--- config.mk ---
export PLATFORM = sky130hd
export DESIGN_NAME = k_rd_packer_t1
export DESIGN_NICKNAME = d
export VERILOG_FILES = /design/src/rtl/k_rd_packer_t1.sv
export SDC_FILE = /design/constraint.sdc
export NUM_CORES = 1
export LEC_CHECK = 0
export BUFFER_PORTS_ARGS = -buffer_cell sky130_fd_sc_hd__buf_2
export CAP_MARGIN = 30
export CORE_MARGIN = 2
export CORE_UTILIZATION = 35
export DETAILED_ROUTE_END_ITERATION = 10
export PLACE_DENSITY = 0.66
export SYNTH_ARGS = -nofsm -noshare
export SYNTH_HDL_FRONTEND = slang
export SYNTH_SLANG_ARGS = --single-unit
--- constraint.sdc ---
create_clock -name rclk -period 1.32 [get_ports rclk]
set_input_delay 0.264 -clock rclk [delete_from_list [all_inputs] [get_ports rclk]]
set_output_delay 0.264 -clock rclk [all_outputs]
set_load 0.1 [all_outputs]
--- src/rtl/k_rd_packer_t1.sv ---
// Read-domain packer: pops FIFO entries and packs n_lanes of them into one word.
// Optional K_RDPACK_FLUSH_EN emits partial words after an idle timeout (adds ocnt).
module k_rd_packer_t1 #(
    parameter int data_size    = 8,
    parameter int n_lanes      = 4,
    parameter int flush_cycles = 16
) (
    input  logic                           rclk,
    input  logic                           rrst_n,
    input  logic [data_size-1:0]           rdata,
    input  logic                           rrdy,
    output logic                           rget,
    output logic [n_lanes*data_size-1:0]   odata,
    output logic                           ovalid,
    input  logic                           oready
`ifdef K_RDPACK_FLUSH_EN
    ,
    output logic [$clog2(n_lanes+1)-1:0]   ocnt
`endif
);

    localparam int cw = $clog2(n_lanes + 1);

    typedef enum logic {
        FILL = 1'b0,
        HOLD = 1'b1
    } state_t;

    state_t state;
    state_t state_nxt;

    logic [cw-1:0]                       cnt;
    logic [cw-1:0]                       cnt_nxt;
    logic [n_lanes-1:0][data_size-1:0]   lanes;
    logic [n_lanes-1:0][data_size-1:0]   lanes_nxt;

    logic accept;
    logic taken;
    logic last_pop;
    logic flush;

    if (n_lanes < 2 || n_lanes > 16 ||
        flush_cycles < 1 || flush_cycles > 255) begin : g_bad_cfg
        $error("k_rd_packer_t1: illegal parameter value");
    end

    // Output word is accepted on this edge
    assign taken    = (state == HOLD) && oready;
    assign last_pop = rget && (state == FILL) &&
                      (cnt == cw'(n_lanes - 1));

`ifdef K_RDPACK_FLUSH_EN
    logic [7:0] idle;
    logic [7:0] idle_nxt;
    logic       idle_run;

    assign idle_run = (state == FILL) && (cnt != '0) && !rrdy;
    assign flush    = idle_run && (idle == 8'(flush_cycles - 1));

    always_comb begin
        idle_nxt = '0;
        if (idle_run && !flush) begin
            idle_nxt = idle + 8'd1;
        end
    end

    always_ff @(posedge rclk) begin
        if (!rrst_n) begin
            idle <= '0;
        end else begin
            idle <= idle_nxt;
        end
    end
`else
    assign flush = 1'b0;
`endif

    // State register
    always_ff @(posedge rclk) begin
        if (!rrst_n) begin
            state <= FILL;
        end else begin
            state <= state_nxt;
        end
    end

    // Next-state logic
    always_comb begin
        state_nxt = state;
        unique case (state)
            FILL: begin
                if (last_pop || flush) begin
                    state_nxt = HOLD;
                end
            end
            HOLD: begin
                if (oready) begin
                    state_nxt = FILL;
                end
            end
            default: state_nxt = FILL;
        endcase
    end

    // Output logic
    always_comb begin
        accept = (state == FILL) || taken;
        rget   = rrdy && accept;
        ovalid = (state == HOLD);
        odata  = lanes;
`ifdef K_RDPACK_FLUSH_EN
        ocnt   = (state == HOLD) ? cnt : '0;
`endif
    end

    // Lane datapath: clear on acceptance, a pop in HOLD lands in lane 0
    always_comb begin
        cnt_nxt   = cnt;
        lanes_nxt = lanes;
        if (taken) begin
            cnt_nxt   = '0;
            lanes_nxt = '0;
        end
        if (rget) begin
            if (state == HOLD) begin
                lanes_nxt[0] = rdata;
                cnt_nxt      = cw'(1);
            end else begin
                for (int k = 0; k < n_lanes; k++) begin
                    if (cnt == cw'(k)) begin
                        lanes_nxt[k] = rdata;
                    end
                end
                cnt_nxt = cnt + cw'(1);
            end
        end
    end

    always_ff @(posedge rclk) begin
        if (!rrst_n) begin
            cnt   <= '0;
            lanes <= '0;
        end else begin
            cnt   <= cnt_nxt;
            lanes <= lanes_nxt;
        end
    end

endmodule

==> flow_metrics.env <==
export IMPL_switching_share=0.319
export IMPL_synth_xor_area_share=0
export IMPL_max_freq_ghz=0.747
export IMPL_final_util=0.659
export IMPL_drcViolationCount=0
export IMPL_antenna_cells=0
export IMPL_synth_top_family_by_area="simple AND/OR/NAND/NOR gates"
export IMPL_rows=23
export IMPL_async_flop_share=0
export IMPL_cts_sinks=36
export IMPL_wl_per_cell_um=16.3
export IMPL_p_switching_uw=871
export IMPL_path_clk_slew_ns=0.07
export IMPL_crit_path_end_kind="flop"
export IMPL_pwr_share_comb=0.244
export IMPL_viasPerCell=5.21
export IMPL_cts_tree="yes"
export IMPL_routabilityCongestion=0.771
export IMPL_clkPwrFrac=0.326
export IMPL_cp_data_required_time_ns=1.55
export IMPL_setup_tns_ns=-0.0616
export IMPL_initialDrtViolationCount=102
export IMPL_slew_headroom=0.737
export IMPL_synthAdderAreaFrac=0.0433
export IMPL_synth_top_area_cell="dfxtp_1"
export IMPL_place_area_um2=2270
export IMPL_firstDrtPassIters=5
export IMPL_area_delta_synth_final_pct=82.2
export IMPL_vdd_drop_max_uv=591
export IMPL_grt_pass1_vias=1224
export IMPL_syn_area_um2=1450
export IMPL_fp_coreArea_um2=4000
export IMPL_die_w_um=68.3
export IMPL_worst_slew_pin_slew_ns=0.394
export IMPL_hp_class="input pin to flop"
export IMPL_drive_above_1_share=0.472
export IMPL_synth_cell_type_count=28
export IMPL_fin_crit_sh=1.01
export IMPL_pwr_share_seq=0.430
export IMPL_seq_area_frac_synth=0.498
export IMPL_cts_buffers_inserted=5
export IMPL_drt_total_wl_um=4290
export IMPL_post_route_min_period_ns=1.34
export IMPL_cp_arrival_ns=1.57
export IMPL_io_pins=46
export IMPL_synth_area_top_cells="dfxtp_1 (50%), nand3_1 (8.3%), o21ai_1 (5.5%), nand2_1 (4.4%), ha_1 (4.3%)"
export IMPL_grt_pass1_wl_um=5970
export IMPL_nNetsFinal=230
export IMPL_portBuffers=45
export IMPL_grt_max_degree=17
export IMPL_h_tree_depth=2
export IMPL_ys_flop_type="dfxtp_1"
export IMPL_p_leak_uw=0.00100
export IMPL_nFillCells=300
export IMPL_cts_buffer_depth=2
export IMPL_grt_overflow=0
export IMPL_fin_ws_ns=-0.0184
export IMPL_finalMaxSlewViolations=0
export IMPL_cap_violations=0
export IMPL_grt_setup_unrepaired="yes"
export IMPL_power_uw=2730
export IMPL_initial_core_util=0.362
export IMPL_violations="setup timing"
export IMPL_clk_latency_ns=0.29
export IMPL_synthMuxAreaShare=0.00692
export IMPL_syn_area_per_cell_um2=9.52
export IMPL_grtUsageTotal=0.178
export IMPL_final_cell_area_um2=2640
export IMPL_hpwl_um=2730
export IMPL_antenna_left=0
export IMPL_synth_edf_count=0
export IMPL_syn_nets=169
export IMPL_synth_simple_area_share=0.202
export IMPL_yosysWarnings=0
export IMPL_skew_ns=0.00430
export IMPL_cp_max_fo=11
export IMPL_die_area_um2=4660
export IMPL_hold_viol_final=0
export IMPL_antenna_found_initial=0
export IMPL_synth_compound_area_frac=0.188
export IMPL_synth_top_area_share=0.498
export IMPL_cts_root_buf="clkbuf_8"
export IMPL_syn_instance_count=152
export IMPL_powerDensity_nw_per_um2=1040
export IMPL_start_kind="flop"
export IMPL_internal_power_uw=1860
export IMPL_die_height_um=68.3
export IMPL_finalSetupViolCount=8
export IMPL_ys_ff_latch=36
export IMPL_status="complete, but fails checks"
export IMPL_critical_path_class="flop to flop"
export IMPL_vias=1376
## flip-flops by register name, summed over array words and instances (netlist names)
register	flops
cnt	3
odata	32
ovalid	1
## layout make-up
type	instances	area, um^2	share of cell area
repair buffers	64	937	0.356
multi-input cells	100	773	0.293
flip-flops and latches	36	733	0.278
clock buffers	6	93.8	0.0356
well taps	50	62.6	0.0237
inverters	6	22.5	0.00855
clock inverters	2	12.5	0.00475
## what timing repair did
item / 4_1_cts / 5_1_grt
endpoints found under the setup margin: 17 / 26
pin swaps: 3 / 9
buffers inserted: 3 / 5
hold buffers: 0 / 0
gates resized for setup: 6 / 28
gates cloned: 0 / 2
## cell usage after synthesis, types with 2 or more instances
master	number
nand3_1	24
o21ai_1	16
ha_1	5
a21oi_1	10
nand2_1	17
inv_1	6
o2bb2ai_1	7
buf_6	2
nor2_1	3
nand4bb_1	2
dfxtp_1	36
buf_2	8
## per-layer routing
metal | vias to the layer above | part of all wire | global-route usage
li1 | 660 | - | -
met1 | 657 | 0.39 | 0.206
met2 | 48 | 0.52 | 0.302
met3 | 11 | 0.058 | 0.0625
met4 | 0 | 0.026 | 0.0625
met5 | - | 0 | 0
## critical path, stage by stage (launching register included)
cell and delay (ns):
dfxtp_4 0.36, buf_12 0.14, nor4bb_4 0.37, a31oi_2 0.10, buf_4 0.19, o2bb2ai_1 0.12
## cell usage in the layout, fill, tap and decap left out, types with 3 or more instances in the layout
cell type	synthesis	routed
o21ai_1	16	16
inv_1	6	4
o2bb2ai_2	0	6
dfxtp_1	36	32
clkbuf_8	0	5
a21oi_1	10	8
buf_2	8	11
buf_4	0	13
nand3_1	24	22
nand2_1	17	17
ha_4	0	3
dfxtp_4	0	3
buf_12	0	37
## cells by family after synthesis
kind of cell               Yosys count
adders and majority gates            5
DFF                                 36
buffers and inverters               17
muxes                                1
AOI/OAI and AO/OA                   40
and+or+nand+nor                     53
## stage by stage
stage | hold slack [ns] | instances | worst slack (ns)
after floorplan | 0.396 | 152 | -0.191
after detailed placement | 0.451 | 246 | -0.193
after CTS | 0.224 | 257 | -0.0133
after global routing | 0.233 | 264 | -0.0835
final | 0.239 | 264 | -0.0184
after global placement | 0.448 | 246 | -0.135
## worst paths after layout
| path | startpoint | to | slack, ns | cells past startpoint |
|---|---|---|---|---|
| setup reg to reg | ovalid | odata[1] | -0.02 | 5 |
| hold reg to reg | odata[21] | odata[21] | 0.46 | 2 |
| setup / recovery | ovalid | odata[1] | -0.02 | 5 |
| hold / removal | rdata[6] | odata[30] | 0.24 | 3 |
## power groups by stage
stage | sequential, uW | clock [uW] | combinational (uW)
6_report | 1170 | 891 | 666
3_3_place_gp | 1190 | 0 | 607
3_5_place_dp | 1190 | 0 | 613
4_1_cts | 1170 | 902 | 618
2_1_floorplan | 1420 | 0 | 141
5_1_grt | 1180 | 960 | 692
No activity file was read; power rests on OpenSTA's default activity.
